File: src/rtl/mem_port_arbiter.sv
// -----------------------------------------------------------------------------
// mem_port_arbiter
//
// Shares one unified memory port between instruction fetch (IF) and
// load/store data (D). Data requests win arbitration; a starvation counter
// forces a pending fetch through after STARVE_MAX consecutive losses. Each
// access holds the memory strobe for MEM_LAT cycles, then spends one DONE
// cycle pulsing the winner's acknowledge. busy is the CPU stall source.
//
// Ports:
//   clk, rst                        clock, asynchronous active-high reset
//   if_req/if_addr                  fetch request and address
//   if_rdata/if_ack                 fetched word and completion pulse
//   d_req/d_we/d_addr/d_wdata       data request (d_we=1 store, 0 load)
//   d_rdata/d_ack                   load data and completion pulse
//   mem_addr/mem_wdata              memory address / write data
//   mem_rd/mem_wr                   memory read / write strobes
//   mem_rdata                       memory read data (valid last ACCESS cycle)
//   busy                            high in ACCESS and DONE
//   if_grant_cnt/d_grant_cnt        saturating grant counters
//
// Build option: define ARB_STATS_EN to build the grant counters; otherwise
// both counter ports are tied to zero.
// -----------------------------------------------------------------------------
module mem_port_arbiter #(
  parameter int AW         = 32,
  parameter int DW         = 32,
  parameter int MEM_LAT    = 2,
  parameter int STARVE_MAX = 4
) (
  input  logic          clk,
  input  logic          rst,
  input  logic          if_req,
  input  logic [AW-1:0] if_addr,
  output logic [DW-1:0] if_rdata,
  output logic          if_ack,
  input  logic          d_req,
  input  logic          d_we,
  input  logic [AW-1:0] d_addr,
  input  logic [DW-1:0] d_wdata,
  output logic [DW-1:0] d_rdata,
  output logic          d_ack,
  output logic [AW-1:0] mem_addr,
  output logic [DW-1:0] mem_wdata,
  output logic          mem_rd,
  output logic          mem_wr,
  input  logic [DW-1:0] mem_rdata,
  output logic          busy,
  output logic [15:0]   if_grant_cnt,
  output logic [15:0]   d_grant_cnt
);

  typedef enum logic [1:0] {S_IDLE, S_ACCESS, S_DONE} state_t;

  localparam logic [3:0] LAT_LAST   = 4'(MEM_LAT - 1);
  localparam logic [3:0] STARVE_LIM = 4'(STARVE_MAX);

  state_t          state_q, state_d;
  logic [3:0]      lat_q, lat_d;
  logic [3:0]      starve_q, starve_d;
  logic            sel_if_q, sel_if_d;   // winner of the current access
  logic            we_q, we_d;           // current access is a store
  logic [AW-1:0]   mem_addr_q, mem_addr_d;
  logic [DW-1:0]   mem_wdata_q, mem_wdata_d;
  logic            mem_rd_q, mem_rd_d;
  logic            mem_wr_q, mem_wr_d;
  logic [DW-1:0]   if_rdata_q, if_rdata_d;
  logic [DW-1:0]   d_rdata_q, d_rdata_d;
  logic            if_ack_q, if_ack_d;
  logic            d_ack_q, d_ack_d;
  logic            busy_q, busy_d;
  logic            grant_if, grant_d;

  always_comb begin
    // NOTE: every signal gets a default before the case so no path leaves
    // it unassigned; a missing default here would infer a latch.
    state_d     = state_q;
    lat_d       = lat_q;
    sel_if_d    = sel_if_q;
    we_d        = we_q;
    mem_addr_d  = mem_addr_q;
    mem_wdata_d = mem_wdata_q;
    mem_rd_d    = mem_rd_q;
    mem_wr_d    = mem_wr_q;
    if_rdata_d  = if_rdata_q;
    d_rdata_d   = d_rdata_q;
    if_ack_d    = 1'b0;
    d_ack_d     = 1'b0;
    busy_d      = busy_q;
    grant_if    = 1'b0;
    grant_d     = 1'b0;

    unique case (state_q)
      S_IDLE: begin
        // Data wins a tie unless fetch has already lost STARVE_MAX times.
        if (if_req && (!d_req || starve_q == STARVE_LIM)) grant_if = 1'b1;
        else if (d_req)                                   grant_d  = 1'b1;

        if (grant_if || grant_d) begin
          state_d     = S_ACCESS;
          lat_d       = 4'd0;
          sel_if_d    = grant_if;
          we_d        = grant_d & d_we;
          mem_addr_d  = grant_if ? if_addr : d_addr;
          mem_wdata_d = grant_if ? '0 : d_wdata;
          mem_rd_d    = ~(grant_d & d_we);
          mem_wr_d    = grant_d & d_we;
          busy_d      = 1'b1;
        end
      end

      S_ACCESS: begin
        if (lat_q == LAT_LAST) begin
          state_d  = S_DONE;
          mem_rd_d = 1'b0;
          mem_wr_d = 1'b0;
          if (sel_if_q)   if_rdata_d = mem_rdata;
          else if (!we_q) d_rdata_d  = mem_rdata;
          if_ack_d = sel_if_q;
          d_ack_d  = ~sel_if_q;
        end else begin
          lat_d = lat_q + 4'd1;
        end
      end

      S_DONE: begin
        // Requests are deliberately not sampled here: the requester is
        // still seeing its ack and may not have updated its request yet.
        state_d = S_IDLE;
        busy_d  = 1'b0;
      end

      default: state_d = S_IDLE;
    endcase

    // Starvation only counts real arbitration losses while fetch waits.
    if (!if_req || grant_if)                  starve_d = 4'd0;
    else if (grant_d && starve_q < STARVE_LIM) starve_d = starve_q + 4'd1;
    else                                      starve_d = starve_q;
  end

  // NOTE: sequential state uses non-blocking assignments only, so every flop
  // samples the pre-edge values computed above regardless of statement order.
  always_ff @(posedge clk or posedge rst) begin
    if (rst) begin
      state_q     <= S_IDLE;
      lat_q       <= 4'd0;
      starve_q    <= 4'd0;
      sel_if_q    <= 1'b0;
      we_q        <= 1'b0;
      mem_addr_q  <= '0;
      mem_wdata_q <= '0;
      mem_rd_q    <= 1'b0;
      mem_wr_q    <= 1'b0;
      if_rdata_q  <= '0;
      d_rdata_q   <= '0;
      if_ack_q    <= 1'b0;
      d_ack_q     <= 1'b0;
      busy_q      <= 1'b0;
    end else begin
      state_q     <= state_d;
      lat_q       <= lat_d;
      starve_q    <= starve_d;
      sel_if_q    <= sel_if_d;
      we_q        <= we_d;
      mem_addr_q  <= mem_addr_d;
      mem_wdata_q <= mem_wdata_d;
      mem_rd_q    <= mem_rd_d;
      mem_wr_q    <= mem_wr_d;
      if_rdata_q  <= if_rdata_d;
      d_rdata_q   <= d_rdata_d;
      if_ack_q    <= if_ack_d;
      d_ack_q     <= d_ack_d;
      busy_q      <= busy_d;
    end
  end

  assign if_rdata  = if_rdata_q;
  assign if_ack    = if_ack_q;
  assign d_rdata   = d_rdata_q;
  assign d_ack     = d_ack_q;
  assign mem_addr  = mem_addr_q;
  assign mem_wdata = mem_wdata_q;
  assign mem_rd    = mem_rd_q;
  assign mem_wr    = mem_wr_q;
  assign busy      = busy_q;

`ifdef ARB_STATS_EN
  logic [15:0] if_cnt_q, if_cnt_d;
  logic [15:0] d_cnt_q, d_cnt_d;

  always_comb begin
    if_cnt_d = if_cnt_q;
    d_cnt_d  = d_cnt_q;
    if (grant_if && if_cnt_q != 16'hFFFF) if_cnt_d = if_cnt_q + 16'd1;
    if (grant_d  && d_cnt_q  != 16'hFFFF) d_cnt_d  = d_cnt_q  + 16'd1;
  end

  always_ff @(posedge clk or posedge rst) begin
    if (rst) begin
      if_cnt_q <= 16'h0000;
      d_cnt_q  <= 16'h0000;
    end else begin
      if_cnt_q <= if_cnt_d;
      d_cnt_q  <= d_cnt_d;
    end
  end

  assign if_grant_cnt = if_cnt_q;
  assign d_grant_cnt  = d_cnt_q;
`else
  assign if_grant_cnt = 16'h0000;
  assign d_grant_cnt  = 16'h0000;
`endif

endmodule

File: config.mk
export PLATFORM = sky130hd
export DESIGN_NAME = mem_port_arbiter
export DESIGN_NICKNAME = d
export VERILOG_FILES = /design/src/rtl/mem_port_arbiter.sv
export SDC_FILE = /design/constraint.sdc
export NUM_CORES = 1
export LEC_CHECK = 0
export CAP_MARGIN = 5
export CORE_ASPECT_RATIO = 0.6
export CORE_MARGIN = 3
export CORE_UTILIZATION = 45
export DETAILED_ROUTE_END_ITERATION = 12
export PLACE_DENSITY = 0.95
export SKIP_LAST_GASP = 1
export SYNTH_ARGS = -nofsm -noshare
export SYNTH_HDL_FRONTEND = slang
export SYNTH_SLANG_ARGS = --single-unit
File: constraint.sdc
create_clock -name clk -period 6.7 [get_ports clk]
set_input_delay 1.005 -clock clk [delete_from_list [all_inputs] [get_ports clk]]
set_output_delay 1.005 -clock clk [all_outputs]
set_load 0.01 [all_outputs]
After elaboration in Yosys (flattened, before gate mapping) --
Index checks and enable logic that the tools add are counted. Widths: inputs -> output; s select.
Word-level totals: flip-flop bits (word level) 145, bits of input ports 133, output and inout bits 165, word-level logic and storage cells 74
Operators by class: add/subtract/negate cells 2, magnitude comparators 1, equality and inequality tests 7, mux-type cells 28, bitwise gates (word level) 4, reduce and logical (&&, ||, !) cells 18
Operators with widths (number):
- $mux 32 | 2
- $mux 4 | 4
- $mux 1 | 15
- $reduce_and 3->1 | 3
- $add 4x1->4 const B | 2
- $pmux 4 s2 | 1
- $ne 2x2->1 const B | 3
- $pmux 1 s2 | 3
- $reduce_and 2->1 | 3
- $reduce_bool 2->1 | 3
- $eq 4x1->1 const B | 1
- $eq 4x3->1 const B | 1
- $lt 4x3->1 const B | 1
- $mux 2 | 2
- $pmux 2 s2 | 1
- $reduce_and 4->1 | 1
- $logic_or 1x1->1 | 3
- $not 1->1 | 3
- $eq 2x1->1 const B | 1
- $eq 2x2->1 const B | 1
- $logic_and 1x1->1 | 2
- $logic_not 1->1 | 2
- $logic_not 2->1 | 1
- $and 1x1->1 | 1

Depth between registers and ports, before layout --
depth after elaboration 9, depth in mapped cells 7, gate-level depth less buffers 5

Worst setup path before layout --
No wires, ideal clock.
path type input -> register, start in if_req, end reg mem_addr_q[0] (netlist: mem_addr[0]), library setup time 0.087 ns, data arrival time 2.047 ns, required time 6.613 ns, slack 4.566 ns, stages 6, buffers on the path 3, cell sequence buf_2 > nand4b_1 > and2_1 > clkbuf_1 > buf_2 > o211ai_1
Between the ends: word-level cells in the longest chain between the ends 5, elaborated cells on any way between the ends 8, classes of those cells 5 x mux; 3 x reduce/logical
RTL lines:
- from (decl) | line 33 | input logic if_req,
- $logic_and 1x1->1 * | line 96 | if (if_req && (!d_req || starve_q == STARVE_LIM)) grant_if = 1'b1;
- $mux 1 | line 96
- $mux 1 | line 93 | unique case (state_q)
- $logic_or 1x1->1 | line 99 | if (grant_if || grant_d) begin
- $reduce_and 2->1 (no line)
- to (signal assigned) | line 166 | mem_addr_q <= mem_addr_d;
- to (decl) | line 63 | logic [AW-1:0] mem_addr_q, mem_addr_d;
Every way passes the cells marked *; elsewhere a longest branch is shown, timed or not. The select of a mux whose other input is x is not followed. A chain may end at the register's enable or synchronous reset.

Worst setup path in the final report --
start in d_req, end reg mem_wdata_q[8] (netlist: mem_wdata[8])
Between the ends: word-level cells in the longest chain between the ends 7, elaborated cells on any way between the ends 11, classes of those cells 6 x mux; 5 x reduce/logical
RTL lines:
- from (decl) | line 37 | input logic d_req,
- $logic_not 1->1 | line 96
- $logic_or 1x1->1 | line 96
- $logic_and 1x1->1 | line 96
- $mux 1 | line 96
- $mux 1 | line 93
- $logic_or 1x1->1 | line 99
- $reduce_and 2->1 (no line)
- to (signal assigned) | line 167 | mem_wdata_q <= mem_wdata_d;
- to (decl) | line 64 | logic [DW-1:0] mem_wdata_q, mem_wdata_d;
Parallel ways exist; a longest one is shown, timed or not. The select of a mux whose other input is x is not followed.

==> run metrics <==
final core utilization=0.698; status=finished clean; share of layout cells above drive strength 1=0.141; All-Layer GR Usage=0.232; DIE AREA=15900 um2; Synth Register Bits=145; R2R setup slack=4.19 ns; first-pass GRT wire length=between 20 and 30 mm; Top-Level Pins=298; port bufs=265; area of the multi-input gates=2440 um2; ys flop type=dfrtp_1; Crit. End Element=flip-flop; hold slack=roughly 0.49 ns; Pwr Density=between 400 and 500 nW/um2; Slew @ Worst Pin=roughly 1.2 ns; CP Launch Type=input port; cell taking the most area after synthesis=dfrtp_1; FMAX=between 300 and 400 MHz; die width=roughly 160 um; Clock power frac=0.206; Sink Count=approximately 150; total power=~4.5 mW; Hold EP=mem_wdata[24]$_DFFE_PP0P_; total number of vias=approximately 5.4k; top-area cell type share of the netlist area=0.562; critical path type=input port to flip-flop; dpl ws=2.62 ns; Nets=between 900 and 1k; top post-synthesis cells by area=dfrtp_1 56%, mux2_2 11%, nand3_1 5.0%; sw power=between 1.5 and 2 mW; HPWL Detailed=13.0 mm; DRC=0; Max-slew headroom=0.173; fill count=between 900 and 1k; GRT overflow=0; number of flops mapped to enable cells by yosys=0; clk slew on worst S/H paths=about 0.07 ns; max_cap viols=0; asr flop ratio synth=1.00; Final WS setup=~3.4 ns; switching share of total power=0.342; Max Transition Viols Final=0; Reg2Reg Depth=5; diode count=0; sequential power share=0.341; RSZ-0062 raised after global routing=no; yosys warns=0; Data arrival, critical path=about 3.5 ns; Final period util=0.487; TritonRoute pass-1 iters=5; hold path cells=1; die height=around 100 um; Leakage Power=approximately 3.9 nW; detail-routed net length per standard cell=about 19 um; Core Region=13800 um2; Fin. Hold Viols=0; WP data required=about 6.9 ns; register area share after synthesis=0.562; initial antenna violation count=0; row cnt=33; Clk Tree Root Cell=clkbuf_16; postcts setup bufs=0; worst skew pair latency=0.41 ns; Worst Hold Launch=mem_wdata[24]$_DFFE_PP0P_; Post-CTS Resized=0; largest net degree at the start of global routing=just over 100; cts bufs inserted=17; maximum vdd drop=about 250 uV; Final ANT Viol Nets=0; initial DRC count=roughly 360; Hold Path Class=flip-flop to flip-flop; final setup violation count=0; GP Congestion=approximately 0.83; Fin Setup TNS=0 ns; hold_buf cts=0; gate count of the mapped netlist=~550; Layout Area Growth over Synthesis=49.6%; min Tclk post-route=~3.3 ns; critical path peak fanout=between 60 and 70; CTS Buffer Depth=2; Crit Reg-Reg Endpoint=mem_wdata[8]$_DFFE_PP0P_; critical register-to-register path startpoint=state_q[1]$_DFFE_PP0P_; clk_skew=~0.0092 ns; starting density of the core=0.467; DR vias/cell=5.44; Avg Cell Area, Syn=between 10 and 15 um2; CTS tree=built; Synth cell types=between 40 and 50; P_int=between 2 and 3 mW; share of total power in combinational logic=0.453; final WL=around 19 mm; vias in the first global route=5480; # H-tree levels=4; Mapped Area=about 6500 um2; Reg area=3630 um2
-- per-layer routing --
layer  share of wire  GRT usage
met1            0.41      0.302
met2            0.48      0.373
met3           0.090     0.0802
met4           0.015     0.0633
met5               0          0
-- cell usage after synthesis (all sizes together) (2+ instances only) --
| cell | count |
|---|---|
| dfrtp | 145 |
| nand3 | 67 |
| mux2 | 65 |
| buf | 52 |
| o21ai | 39 |
| nand4 | 33 |
| o211ai | 32 |
| o2bb2ai | 32 |
| clkbuf | 30 |
| inv | 8 |
| ha | 4 |
| nand2 | 4 |
| nor2 | 4 |
| and3 | 3 |
| a21oi | 2 |
| and2 | 2 |
| nand2b | 2 |
| nor3b | 2 |
| o221a | 2 |
| o22ai | 2 |
| or2 | 2 |
-- critical path: stages --
cell,delay (ns)
clkdlybuf4s50_1,0.46
buf_4,0.38
or2_2,0.19
buf_4,0.54
nand2_1,0.42
buf_16,0.31
o2bb2ai_1,0.14
-- power by group through the flow --
stage	registers, mW	clock network, mW	logic [mW]
6_report	1.53	0.927	2.03
4_1_cts	1.53	0.946	2.04
3_5_place_dp	1.54	0	2.03
5_1_grt	1.58	0.982	2.18
2_1_floorplan	1.68	0	0.835
3_3_place_gp	1.52	0	1.97
-- kinds of logic (layout without fill, tap and decap cells) --
group,Yosys count,count (layout),share of synthesized area
other,1,32,0.000581
DFF,145,145,0.562
AOI/OAI and AO/OA,115,115,0.125
muxes,66,66,0.115
and+or+nand+nor,125,125,0.110
buffers and inverters,90,313,0.0791
adders and majority gates,4,4,0.00775
-- placed cells by master (no fill, tap or decap), drive strengths merged, types with 3 or more instances in the layout --
cell type      count
nand3             67
clkdlybuf4s50    265
o21ai             39
dfrtp            145
inv               16
buf                8
ha                 4
nand2              4
and3               3
mux2              65
o211ai            32
nor2               4
o2bb2ai           32
nand4             33
conb              32
clkinv             4
clkbuf            18
-- area by class of cell --
type | instances | area share
Timing Repair Buffer | 273 | 0.283
Multi-Input combinational cell | 342 | 0.253
Sequential cell | 145 | 0.376
Clock inverter | 14 | 0.0146
Clock buffer | 18 | 0.0455
Inverter | 8 | 0.00363
Tap cell | 192 | 0.0249
-- flip-flops by register name (all words and copies together) (netlist names), 2 cells and up --
register,flops
d_rdata,32
if_rdata,32
lat_q,4
mem_addr,32
mem_wdata,32
starve_q,4
state_q,2
-- stage by stage --
stage / instances / cell area (um2)
floorplan: 577 / 6570
global placement: 959 / 9050
detailed placement: 959 / 9050
CTS: 991 / 9630
global route: 992 / 9660
finish: 992 / 9660
-- worst max path at each step --
stage,from,endpoint,slack [ns],cells after the start
after floorplan,rst,busy$_DFFE_PP0P_,1.80,1
after detailed placement,d_req,sel_if_q$_DFFE_PP0P_,2.62,6
after global placement,d_req,sel_if_q$_DFFE_PP0P_,2.68,6
after CTS,d_req,sel_if_q$_DFFE_PP0P_,3.03,6
after global routing,d_req,mem_wdata[26]$_DFFE_PP0P_,3.27,7
final,d_req,mem_wdata[8]$_DFFE_PP0P_,3.44,7
Power figures use the tool's default switching activity.
